[src/rtl/dmem_arb_pkg.sv]
// Shared types and defaults for the data-memory arbiter; no logic, no latency.
package dmem_arb_pkg;

  localparam int DEF_AW           = 8;
  localparam int DEF_DW           = 8;
  localparam int DEF_STARVE_LIMIT = 4;
  localparam int STAT_W           = 16;

  typedef enum logic {
    IDLE  = 1'b0,
    BURST = 1'b1
  } arb_state_e;

  typedef enum logic [1:0] {
    NONE   = 2'd0,
    CORE   = 2'd1,
    LOADER = 2'd2
  } req_tag_e;

endpackage

[src/rtl/dmem_arb_stats.sv]
// Saturating activity counters (core stall cycles, loader beats); one-cycle update latency.
module dmem_arb_stats
  import dmem_arb_pkg::*;
(
  input  logic              clk,
  input  logic              rst,
  input  logic              c_stall,
  input  logic              l_beat,
  output logic [STAT_W-1:0] stat_cstall,
  output logic [STAT_W-1:0] stat_lbeats
);

  always_ff @(posedge clk or posedge rst) begin
    if (rst) begin
      stat_cstall <= '0;
      stat_lbeats <= '0;
    end else begin
      if (c_stall && (stat_cstall != '1)) stat_cstall <= stat_cstall + STAT_W'(1);
      if (l_beat  && (stat_lbeats != '1)) stat_lbeats <= stat_lbeats + STAT_W'(1);
    end
  end

endmodule

[src/rtl/dmem_arbiter.sv]
// Single-port dmem arbiter: combinational grant, read data one cycle after grant; loader bursts
// yield one core beat every STARVE_LIMIT beats. DMEM_ARB_STATS_EN adds STAT_CSTALL/STAT_LBEATS.
module dmem_arbiter
  import dmem_arb_pkg::*;
#(
  parameter int AW           = DEF_AW,
  parameter int DW           = DEF_DW,
  parameter int STARVE_LIMIT = DEF_STARVE_LIMIT
) (
  input  logic              CLK,
  input  logic              RESET,
  input  logic              C_REQ,
  input  logic              C_WE,
  input  logic [AW-1:0]     C_ADDR,
  input  logic [DW-1:0]     C_WDATA,
  output logic              C_GNT,
  output logic              C_RVALID,
  output logic [DW-1:0]     C_RDATA,
  input  logic              L_REQ,
  input  logic              L_WE,
  input  logic [AW-1:0]     L_ADDR,
  input  logic [4:0]        L_LEN,
  input  logic [DW-1:0]     L_WDATA,
  output logic              L_GNT,
  output logic              L_RVALID,
  output logic [DW-1:0]     L_RDATA,
  output logic              L_DONE,
  output logic              M_EN,
  output logic              M_WE,
  output logic [AW-1:0]     M_ADDR,
  output logic [DW-1:0]     M_WDATA,
`ifdef DMEM_ARB_STATS_EN
  output logic [STAT_W-1:0] STAT_CSTALL,
  output logic [STAT_W-1:0] STAT_LBEATS,
`endif
  input  logic [DW-1:0]     M_RDATA
);

  localparam int SCW = $clog2(STARVE_LIMIT + 1);

  arb_state_e    state;
  req_tag_e      rd_tag;
  logic [AW-1:0] b_addr;
  logic [4:0]    b_rem;
  logic          b_we;
  logic [SCW-1:0] starve_cnt;
  logic          l_done_q;
  logic          c_gnt;
  logic          l_gnt;
  logic          force_core;

  // Core always wins in IDLE; inside a burst it only gets a slot once starved.
  always_comb begin
    force_core = (state == BURST) && C_REQ && (starve_cnt == SCW'(STARVE_LIMIT));
    c_gnt      = 1'b0;
    l_gnt      = 1'b0;
    if (!RESET) begin
      if (state == IDLE) c_gnt = C_REQ;
      else if (force_core) c_gnt = 1'b1;
      else l_gnt = 1'b1;
    end
  end

  always_ff @(posedge CLK or posedge RESET) begin
    if (RESET) begin
      state      <= IDLE;
      rd_tag     <= NONE;
      b_addr     <= '0;
      b_rem      <= '0;
      b_we       <= 1'b0;
      starve_cnt <= '0;
      l_done_q   <= 1'b0;
    end else begin
      l_done_q <= 1'b0;

      if (c_gnt && !C_WE)     rd_tag <= CORE;
      else if (l_gnt && !b_we) rd_tag <= LOADER;
      else                     rd_tag <= NONE;

      if (c_gnt || !C_REQ) starve_cnt <= '0;
      else if (l_gnt)      starve_cnt <= starve_cnt + SCW'(1);

      case (state)
        IDLE: begin
          if (L_REQ) begin
            b_addr <= L_ADDR;
            b_rem  <= L_LEN;
            b_we   <= L_WE;
            state  <= BURST;
          end
        end
        BURST: begin
          if (l_gnt) begin
            b_addr <= b_addr + AW'(1);
            b_rem  <= b_rem - 5'd1;
            if (b_rem == 5'd0) begin
              state    <= IDLE;
              l_done_q <= 1'b1;
            end
          end
        end
        default: state <= IDLE;
      endcase
    end
  end

  assign C_GNT    = c_gnt;
  assign L_GNT    = l_gnt;
  assign L_DONE   = l_done_q;
  assign C_RVALID = (rd_tag == CORE);
  assign L_RVALID = (rd_tag == LOADER);
  assign C_RDATA  = C_RVALID ? M_RDATA : '0;
  assign L_RDATA  = L_RVALID ? M_RDATA : '0;

  assign M_EN    = c_gnt | l_gnt;
  assign M_WE    = c_gnt ? C_WE    : (l_gnt ? b_we    : 1'b0);
  assign M_ADDR  = c_gnt ? C_ADDR  : (l_gnt ? b_addr  : '0);
  assign M_WDATA = c_gnt ? C_WDATA : (l_gnt ? L_WDATA : '0);

`ifdef DMEM_ARB_STATS_EN
  dmem_arb_stats u_stats (
    .clk         (CLK),
    .rst         (RESET),
    .c_stall     (C_REQ & ~c_gnt),
    .l_beat      (l_gnt),
    .stat_cstall (STAT_CSTALL),
    .stat_lbeats (STAT_LBEATS)
  );
`endif

endmodule

[config.mk]
export PLATFORM = sky130hd
export DESIGN_NAME = dmem_arbiter
export DESIGN_NICKNAME = d
export VERILOG_FILES = /design/src/rtl/dmem_arb_pkg.sv /design/src/rtl/dmem_arb_stats.sv /design/src/rtl/dmem_arbiter.sv
export SDC_FILE = /design/constraint.sdc
export NUM_CORES = 1
export LEC_CHECK = 0
export CORE_MARGIN = 2
export CORE_UTILIZATION = 40
export DETAILED_ROUTE_END_ITERATION = 8
export PLACE_DENSITY = 0.85
export SLEW_MARGIN = 25
export SYNTH_ARGS = -nofsm -noshare
export SYNTH_HDL_FRONTEND = slang
export SYNTH_HIERARCHICAL = 1
export SYNTH_SLANG_ARGS = --single-unit
[constraint.sdc]
create_clock -name CLK -period 3 [get_ports CLK]
set_input_delay 0.3 -clock CLK [delete_from_list [all_inputs] [get_ports CLK]]
set_output_delay 0.3 -clock CLK [all_outputs]
set_load 0.01 [all_outputs]
==> flow_summary.html, run 1 <==
<table>
<tr><th>Metric</th><th>Value</th></tr>
<tr><th colspan="2">Status</th></tr>
<tr><td>Run status</td><td>finished, final reports clean</td></tr>
<tr><th colspan="2">Final layout</th></tr>
<tr><td>Syn-to-layout area delta</td><td>63.1%</td></tr>
<tr><td>Most frequent cells in the layout</td><td>clkdlybuf4s50_1, dfrtp_1, and2_1, a22o_1, nand2_1</td></tr>
<tr><td>FILL cells</td><td>320</td></tr>
<tr><td>Post-Layout Cell Count</td><td>300</td></tr>
<tr><td>N_diodes</td><td>0</td></tr>
<tr><td>Most common library cell in the layout ignoring fill and taps</td><td>clkdlybuf4s50_1</td></tr>
<tr><td># nets final</td><td>308</td></tr>
<tr><td>Fraction of layout instances using a drive strength above 1</td><td>0.0714</td></tr>
<tr><td>Area of all placed cells without fillers</td><td>2430 um^2</td></tr>
<tr><th colspan="2">Power and ir drop</th></tr>
<tr><td>Reg power frac</td><td>0.372</td></tr>
<tr><td>Pwr dens</td><td>537 nW/um^2</td></tr>
<tr><td>Share of total power consumed by net switching</td><td>0.363</td></tr>
<tr><td>Fraction of power consumed by combinational cells</td><td>0.482</td></tr>
<tr><td>Leak</td><td>0.984 nW</td></tr>
<tr><td>Max rail drop VDD</td><td>0.327 mV</td></tr>
<tr><td>Clock network fraction of design power</td><td>0.146</td></tr>
<tr><td>Switching power total</td><td>474 uW</td></tr>
<tr><td>Internal power contribution</td><td>831 uW</td></tr>
<tr><th colspan="2">Clocking</th></tr>
<tr><td>Cts repair resizes</td><td>0</td></tr>
<tr><td>Hold buffers post-CTS</td><td>0</td></tr>
<tr><td>CTS HTree Levels</td><td>1</td></tr>
<tr><td>Total CTS buffers</td><td>3</td></tr>
<tr><td>Clock tree from TritonCTS</td><td>done</td></tr>
<tr><td>Number of sinks handled by clock tree synthesis</td><td>21</td></tr>
<tr><td>Source-to-sink clock delay at the later pin of the worst-skew pair</td><td>270 ps</td></tr>
<tr><td>CTS Root Buffer Type</td><td>clkbuf_8</td></tr>
<tr><td>Clock slew seen by the registers of the worst setup and hold paths</td><td>80 ps</td></tr>
<tr><td>Deepest clock path buffer count</td><td>2</td></tr>
<tr><td>Setup Fix Bufs, Post-CTS</td><td>0</td></tr>
<tr><th colspan="2">Timing</th></tr>
<tr><td>Final period demand of the worst path</td><td>2640 ps</td></tr>
<tr><td>Clk_skew</td><td>1.68 ps</td></tr>
<tr><td>Actual slew at the worst max-slew pin</td><td>584 ps</td></tr>
<tr><td>Final setup vio count</td><td>0</td></tr>
<tr><td>Portion of the clock cycle consumed by the worst path in the final layout</td><td>0.880</td></tr>
<tr><td>Minimum hold slack</td><td>487 ps</td></tr>
<tr><td>Max-Slew Margin vs Limit</td><td>0.611</td></tr>
<tr><td>Final hold viol count</td><td>0</td></tr>
<tr><td>Final Slew Violations</td><td>0</td></tr>
<tr><td>Max Freq</td><td>379 MHz</td></tr>
<tr><td>Unrepaired setup endpoints after global routing</td><td>false</td></tr>
<tr><td>Final-layout setup total negative slack</td><td>0 ps</td></tr>
<tr><th colspan="2">Worst setup path</th></tr>
<tr><td>Worst path slowest cell</td><td>clkdlybuf4s50_1</td></tr>
<tr><td>Critical path class</td><td>primary input to primary output</td></tr>
<tr><td>Endpoint kind of the worst setup timing path</td><td>primary output</td></tr>
<tr><td>Req. time, crit path</td><td>2700 ps</td></tr>
<tr><td>Type of origin of the critical path</td><td>primary input</td></tr>
<tr><td>Highest net fanout along the worst path</td><td>24</td></tr>
<tr><td>Most used cell along the critical path</td><td>clkdlybuf4s50_1</td></tr>
<tr><td>Arrival time at the worst endpoint</td><td>2340 ps</td></tr>
<tr><td>Slowest stage delay, CP</td><td>560 ps</td></tr>
<tr><td>Cell Chain, Critical Path</td><td>clkdlybuf4s50_1 &gt; nor2b_4 &gt; nand2_4 &gt; inv_2 &gt; a22o_1 &gt; clkdlybuf4s50_1</td></tr>
<tr><th colspan="2">Placement</th></tr>
<tr><td>Placed instance count</td><td>296</td></tr>
<tr><td>Gp weighted congestion</td><td>0.806</td></tr>
<tr><td>HPWL Detailed</td><td>3240 um</td></tr>
<tr><td>Post-detailed-placement cell area</td><td>2380 um^2</td></tr>
<tr><td>PortBufs</td><td>89</td></tr>
<tr><th colspan="2">Route</th></tr>
<tr><td>Post-route DRC</td><td>0</td></tr>
<tr><td>Sum of routed wire length over all layers</td><td>4280 um</td></tr>
<tr><td>Remaining antenna violation count</td><td>0</td></tr>
<tr><td>Via density per instance</td><td>5.29</td></tr>
<tr><td>Routed vias</td><td>1586</td></tr>
<tr><td>WL/cell</td><td>14.3 um</td></tr>
<tr><td>Drt pass-1 iters</td><td>4</td></tr>
<tr><td>1st-iter DRT viols</td><td>45</td></tr>
<tr><th colspan="2">Logic synthesis</th></tr>
<tr><td>Number of storage elements in the synthesis netlist</td><td>21</td></tr>
<tr><td>Proportion of register bits with asynchronous set or reset after synthesis</td><td>1.00</td></tr>
<tr><td>Avg Synthesized Cell Area</td><td>8.87 um^2</td></tr>
<tr><td>Mapped Nets</td><td>223</td></tr>
<tr><td>Biggest area contributors in the synthesized netlist</td><td>dfrtp_1, a22o_1, and2_1</td></tr>
<tr><td>Most area-hungry cell type in the Yosys netlist</td><td>dfrtp_1</td></tr>
<tr><td>Number of enable-type register cells in the synthesized netlist</td><td>0</td></tr>
<tr><td>Number of distinct standard cells referenced by the synthesized netlist</td><td>46</td></tr>
<tr><td>Post-synthesis instance area</td><td>1490 um^2</td></tr>
<tr><td>Total number of yosys warnings</td><td>6</td></tr>
<tr><td>Post-Syn Instances</td><td>168</td></tr>
<tr><td>Dominant register cell in the synthesized netlist</td><td>dfrtp_1</td></tr>
<tr><td>Area share of the largest cell type after synthesis</td><td>0.353</td></tr>
<tr><td>Sequential-to-total area share from yosys stat</td><td>0.353</td></tr>
<tr><th colspan="2">Worst hold path</th></tr>
<tr><td>Worst Hold Class</td><td>register to register</td></tr>
<tr><th colspan="2">GRT</th></tr>
<tr><td>First-pass GRT wire length</td><td>7210 um</td></tr>
<tr><td>Total Routing Usage GR</td><td>0.217</td></tr>
<tr><td>Number of antenna violations at the first check in global routing</td><td>0</td></tr>
<tr><td>GR Overflow Total</td><td>0</td></tr>
<tr><td>Largest net degree at the start of global routing</td><td>25</td></tr>
<tr><td>Vias in the first global route</td><td>1583</td></tr>
<tr><th colspan="2">Flow run</th></tr>
<tr><td>Maxcap violations</td><td>0</td></tr>
<tr><th colspan="2">Floorplanning</th></tr>
<tr><td>Die span in y</td><td>65.0 um</td></tr>
<tr><td>Number of rows created at floorplan</td><td>22</td></tr>
<tr><td>Number of primary I/O pins</td><td>90</td></tr>
<tr><td>Core Box Area</td><td>3630 um^2</td></tr>
<tr><td>Area of the die</td><td>4230 um^2</td></tr>
<tr><td>Die width</td><td>65.0 um</td></tr>
<tr><td>Initial standard-cell utilization of the core</td><td>0.410</td></tr>
</table>
power groups by stage:
| stage | combinational (mW) | clock [mW] | sequential (mW) |
|---|---|---|---|
| 3_5_place_dp | 0.628 | 0 | 0.487 |
| 5_1_grt | 0.701 | 0.207 | 0.503 |
| 3_3_place_gp | 0.618 | 0 | 0.481 |
| 2_1_floorplan | 0.397 | 0 | 0.448 |
| 6_report | 0.630 | 0.190 | 0.486 |
| 4_1_cts | 0.635 | 0.192 | 0.483 |
kinds of logic after synthesis:
| family | synth area share |
|---|---|
| flip-flops | 0.353 |
| adder cells (fa/ha/maj) | 0.0336 |
| buffers and inverters | 0.0714 |
| multiplexers | 0.0210 |
| AO/OA/AOI/OAI | 0.266 |
| AND/OR/NAND/NOR | 0.255 |
worst paths after layout:
| check | depth (start not counted) | endpoint | start | slack, ps |
|---|---|---|---|---|
| worst max-delay path | 6 | M_WDATA[5] | RESET | 360 |
| worst min-delay path | 1 | rd_tag[1] | b_we | 490 |
| worst max register to register | 6 | b_rem[4] | starve_cnt[0] | 1120 |
| worst min register to register | 1 | rd_tag[1] | b_we | 490 |
| max in group asynchronous | 3 | b_rem[3] | RESET | 2200 |
| min in group asynchronous | 3 | b_addr[5] | RESET | 590 |
stage by stage:
stage	setup slack (ps)	util	power, mW
floorplan	1320	-	0.846
CTS	365	0.669	1.31
global route	224	0.669	1.41
global placement	438	0.656	1.10
detailed placement	363	0.656	1.11
finish	361	0.669	1.31
cell usage after synthesis, drive strengths merged (2+ instances only):
library cell	n
mux2i	2
a211oi	2
o22a	3
a31oi	2
nor2b	6
o21ai	6
a21oi	8
nand3	7
nand4	3
buf	8
and3	2
and2	18
nand2	16
nor3	3
inv	9
a22o	17
dfrtp	21
ha	4
o32ai	2
o211ai	2
clkbuf	3
nor2	13
layout make-up:
type	count	area (um^2)	share of cell area
timing repair buffer	91	906	0.373
tap	48	60.1	0.0247
inverter	9	33.8	0.0139
clock inverter	1	5.00	0.00206
sequential	21	526	0.216
multi-input combinational	127	858	0.353
clock buffer	3	41.3	0.0170
worst max-delay path, delay by kind of cell:
family,cells,cell delay [ps]
AOI/OAI and AO/OA,1,220
buffers and inverters,3,1440
and+or+nand+nor,2,370
routing by layer:
| layer | vias up | part of all wire | global-route usage |
|---|---|---|---|
| li1 | 779 | - | - |
| met1 | 730 | 0.40 | 0.258 |
| met2 | 71 | 0.50 | 0.380 |
| met3 | 6 | 0.086 | 0.0538 |
| met4 | 0 | 0.014 | 0.0729 |
| met5 | - | 0 | 0 |
sequential cells by signal (all words and copies together) (netlist names):
name,flops
b_rem,5
b_we,1
b_addr,8
state,1
L_DONE,1
rd_tag,2
starve_cnt,3
Power figures use the tool's default switching activity.
==> run 2, diff against run 1 <==
- CELL_PAD_IN_SITES_DETAIL_PLACEMENT: unset -> 1
- CELL_PAD_IN_SITES_GLOBAL_PLACEMENT: unset -> 1
- CORE_MARGIN: 2 -> unset
- CORE_UTILIZATION: 40 -> 28
- PLACE_DENSITY: 0.85 -> unset
- PLACE_DENSITY_LB_ADDON: unset -> 0.1
==> run 2 against run 1 <==
Compared with the run above:
- power about the same
- via count grew 3.5%
- sequential share of layout area is 0.23 points lower
- clock power hardly changed
- register-to-register slack hardly changed
- maximum frequency up 0.14%
- non-clock buffer count unchanged
- sequential power shrank 1%
- final cell count up 7.3%
- hold slack worse by 11 ps
- critical path type is now register to primary output
- critical endpoint unchanged
==> flow_summary.html, run 2 (synthesis gave the netlist of run 1 again) <==
<table>
<tr><th>Metric</th><th>Value</th></tr>
<tr><th colspan="2">Timing</th></tr>
<tr><td>Portion of the clock cycle consumed by the worst path in the final layout</td><td>0.878 (-0.00124)</td></tr>
<tr><td>Final-layout setup total negative slack</td><td>0 ps (unchanged)</td></tr>
<tr><td>Unrepaired setup endpoints after global routing</td><td>false</td></tr>
<tr><td>Actual slew at the worst max-slew pin</td><td>584 ps (-0.0406 ps)</td></tr>
<tr><td>Final setup vio count</td><td>0 (unchanged)</td></tr>
<tr><td>Final Slew Violations</td><td>0 (unchanged)</td></tr>
<tr><td>Max Freq</td><td>380 MHz (+0.14%)</td></tr>
<tr><td>Final hold viol count</td><td>0 (unchanged)</td></tr>
<tr><td>Max-Slew Margin vs Limit</td><td>0.611 (about the same)</td></tr>
<tr><td>Final period demand of the worst path</td><td>2640 ps (-3.71 ps)</td></tr>
<tr><td>Clk_skew</td><td>6.23 ps (+4.55 ps)</td></tr>
<tr><th colspan="2">Worst setup path</th></tr>
<tr><td>Worst path slowest cell</td><td>clkdlybuf4s50_1</td></tr>
<tr><td>Arrival time at the worst endpoint</td><td>2340 ps (about the same)</td></tr>
<tr><td>Critical path class</td><td>register to primary output</td></tr>
<tr><td>Bufs and invs on worst path</td><td>3 (unchanged)</td></tr>
<tr><td>Highest net fanout along the worst path</td><td>24 (unchanged)</td></tr>
<tr><td>Cell Chain, Critical Path</td><td>inv_1 &gt; ha_1 &gt; nand3_2 &gt; nand2_4 &gt; inv_2 &gt; a22o_1 &gt; clkdlybuf4s50_1</td></tr>
<tr><td>Type of origin of the critical path</td><td>register</td></tr>
<tr><td>Endpoint kind of the worst setup timing path</td><td>primary output</td></tr>
<tr><td>Kind of cell adding the most delay to the critical path</td><td>buffers and inverters</td></tr>
<tr><td>Slowest stage delay, CP</td><td>550 ps (about the same)</td></tr>
<tr><td>Req. time, crit path</td><td>2700 ps (about the same)</td></tr>
<tr><th colspan="2">GRT</th></tr>
<tr><td>Total Routing Usage GR</td><td>0.174 (-0.0429)</td></tr>
<tr><td>Vias in the first global route</td><td>1488 (-6.0%)</td></tr>
<tr><td>Largest net degree at the start of global routing</td><td>25 (unchanged)</td></tr>
<tr><td>GR Overflow Total</td><td>0 (unchanged)</td></tr>
<tr><td>Number of antenna violations at the first check in global routing</td><td>0 (unchanged)</td></tr>
<tr><td>First-pass GRT wire length</td><td>7420 um (+3.0%)</td></tr>
<tr><th colspan="2">Final layout</th></tr>
<tr><td>Syn-to-layout area delta</td><td>64.8%</td></tr>
<tr><td>N_diodes</td><td>0 (unchanged)</td></tr>
<tr><td># nets final</td><td>308 (unchanged)</td></tr>
<tr><td>Largest registers</td><td>b_addr x8, b_rem x5, starve_cnt x3</td></tr>
<tr><td>Most frequent cells in the layout</td><td>clkdlybuf4s50_1, dfrtp_1, and2_1, a22o_1, nand2_1</td></tr>
<tr><td>Largest register FFs</td><td>8 (unchanged)</td></tr>
<tr><td>Register with the most flip-flops</td><td>b_addr</td></tr>
<tr><td>Fraction of layout instances using a drive strength above 1</td><td>0.0675 (-0.00397)</td></tr>
<tr><td>Most common library cell in the layout ignoring fill and taps</td><td>clkdlybuf4s50_1</td></tr>
<tr><th colspan="2">Clocking</th></tr>
<tr><td>Total CTS buffers</td><td>3 (unchanged)</td></tr>
<tr><td>CTS HTree Levels</td><td>1 (unchanged)</td></tr>
<tr><td>Deepest clock path buffer count</td><td>2 (unchanged)</td></tr>
<tr><td>Number of sinks handled by clock tree synthesis</td><td>21 (unchanged)</td></tr>
<tr><td>Source-to-sink clock delay at the later pin of the worst-skew pair</td><td>260 ps (about the same)</td></tr>
<tr><td>CTS Root Buffer Type</td><td>clkbuf_8</td></tr>
<tr><td>Cts repair resizes</td><td>0 (unchanged)</td></tr>
<tr><td>Clock slew seen by the registers of the worst setup and hold paths</td><td>80 ps (about the same)</td></tr>
<tr><td>Setup Fix Bufs, Post-CTS</td><td>0 (unchanged)</td></tr>
<tr><td>Hold buffers post-CTS</td><td>0 (unchanged)</td></tr>
<tr><td>Clock tree from TritonCTS</td><td>done</td></tr>
<tr><th colspan="2">Power and ir drop</th></tr>
<tr><td>Pwr dens</td><td>531 nW/um^2 (-1.1%)</td></tr>
<tr><td>Max rail drop VDD</td><td>0.286 mV (-13%)</td></tr>
<tr><td>Total power after layout</td><td>1.30 mW (about the same)</td></tr>
<tr><td>Leak</td><td>0.982 nW (-0.28%)</td></tr>
<tr><th colspan="2">Route</th></tr>
<tr><td>Routed vias</td><td>1642 (+3.5%)</td></tr>
<tr><td>Post-route DRC</td><td>0 (unchanged)</td></tr>
<tr><td>Remaining antenna violation count</td><td>0 (unchanged)</td></tr>
<tr><td>Sum of routed wire length over all layers</td><td>4880 um (+14%)</td></tr>
<tr><td>1st-iter DRT viols</td><td>27 (-40%)</td></tr>
<tr><td>Via density per instance</td><td>5.10 (-3.5%)</td></tr>
<tr><td>Drt pass-1 iters</td><td>4 (unchanged)</td></tr>
<tr><td>WL/cell</td><td>15.2 um (+6.2%)</td></tr>
<tr><th colspan="2">Placement</th></tr>
<tr><td>HPWL Detailed</td><td>3870 um (+19%)</td></tr>
<tr><td>PortBufs</td><td>89 (unchanged)</td></tr>
<tr><td>Gp weighted congestion</td><td>0.748 (-7.2%)</td></tr>
<tr><th colspan="2">Floorplanning</th></tr>
<tr><td>Area of the die</td><td>5620 um^2 (+33%)</td></tr>
<tr><td>Number of rows created at floorplan</td><td>26 (+18%)</td></tr>
<tr><td>Die span in y</td><td>75.0 um (+15%)</td></tr>
<tr><td>Core Box Area</td><td>5110 um^2 (+41%)</td></tr>
<tr><td>Number of primary I/O pins</td><td>90 (unchanged)</td></tr>
<tr><td>Initial standard-cell utilization of the core</td><td>0.292 (-0.118)</td></tr>
<tr><td>Die width</td><td>75.0 um (+15%)</td></tr>
<tr><th colspan="2">Worst hold path</th></tr>
<tr><td>Worst Hold Class</td><td>register to register</td></tr>
<tr><th colspan="2">Flow run</th></tr>
<tr><td>Maxcap violations</td><td>0 (unchanged)</td></tr>
<tr><th colspan="2">Status</th></tr>
<tr><td>Run status</td><td>finished, final reports clean</td></tr>
</table>
## run 2: cell types whose count changed in the layout (fill, tap and decap cells not counted), sizes merged
cell,before,now
clkbuf,3,4
clkinv,1,0
## run 2: final timing paths
check | from | to | slack (ps) | cells after the start
max reg2reg | starve_cnt[0] | b_rem[4] | 1130 | 6
min | b_we | rd_tag[1] | 480 | 1
min reg2reg | b_we | rd_tag[1] | 480 | 1
max in group asynchronous | RESET | b_rem[2] | 2200 | 3
max | starve_cnt[0] | M_WDATA[5] | 360 | 7
min in group asynchronous | RESET | starve_cnt[2] | 570 | 3
## run 2: per-stage QoR
step | setup slack [ps] | instances | hold WS [ps] | utilization | area (um^2)
finish | 365 | 322 | 476 | 0.481 | 2460
global route | 199 | 322 | 515 | 0.481 | 2460
CTS | 335 | 322 | 490 | 0.481 | 2460
detailed placement | 357 | 318 | 479 | 0.472 | 2410
global placement | 371 | 318 | 498 | 0.472 | 2410
floorplan | 1320 | 168 | 163 | - | 1490
## run 2: per-layer routing
layer | track usage | share of wire | vias up
li1 | - | - | 777
met1 | 0.223 | 0.43 | 793
met2 | 0.299 | 0.47 | 68
met3 | 0.0361 | 0.092 | 4
met4 | 0.0440 | 0.0082 | 0
met5 | 0 | 0 | -
## run 2: area by class of cell
type                    count  area, um^2
fillers                   624        2650
repair buffers             91         906
multi-input cells         127         858
flip-flops and latches     21         526
well taps                  70        87.6
clock buffers               4        45.0
inverters                   9        33.8
## run 2: where the power goes
group / internal, mW / switching [mW]
clock: 0.0947 / 0.0943
combinational: 0.363 / 0.274
sequential: 0.377 / 0.102
==> run 3, diff against run 2 <==
- CTS_CLUSTER_SIZE: unset -> 10
==> results of run 3 <==
The final DEF is identical to that of run 2; final timing and power are the same.
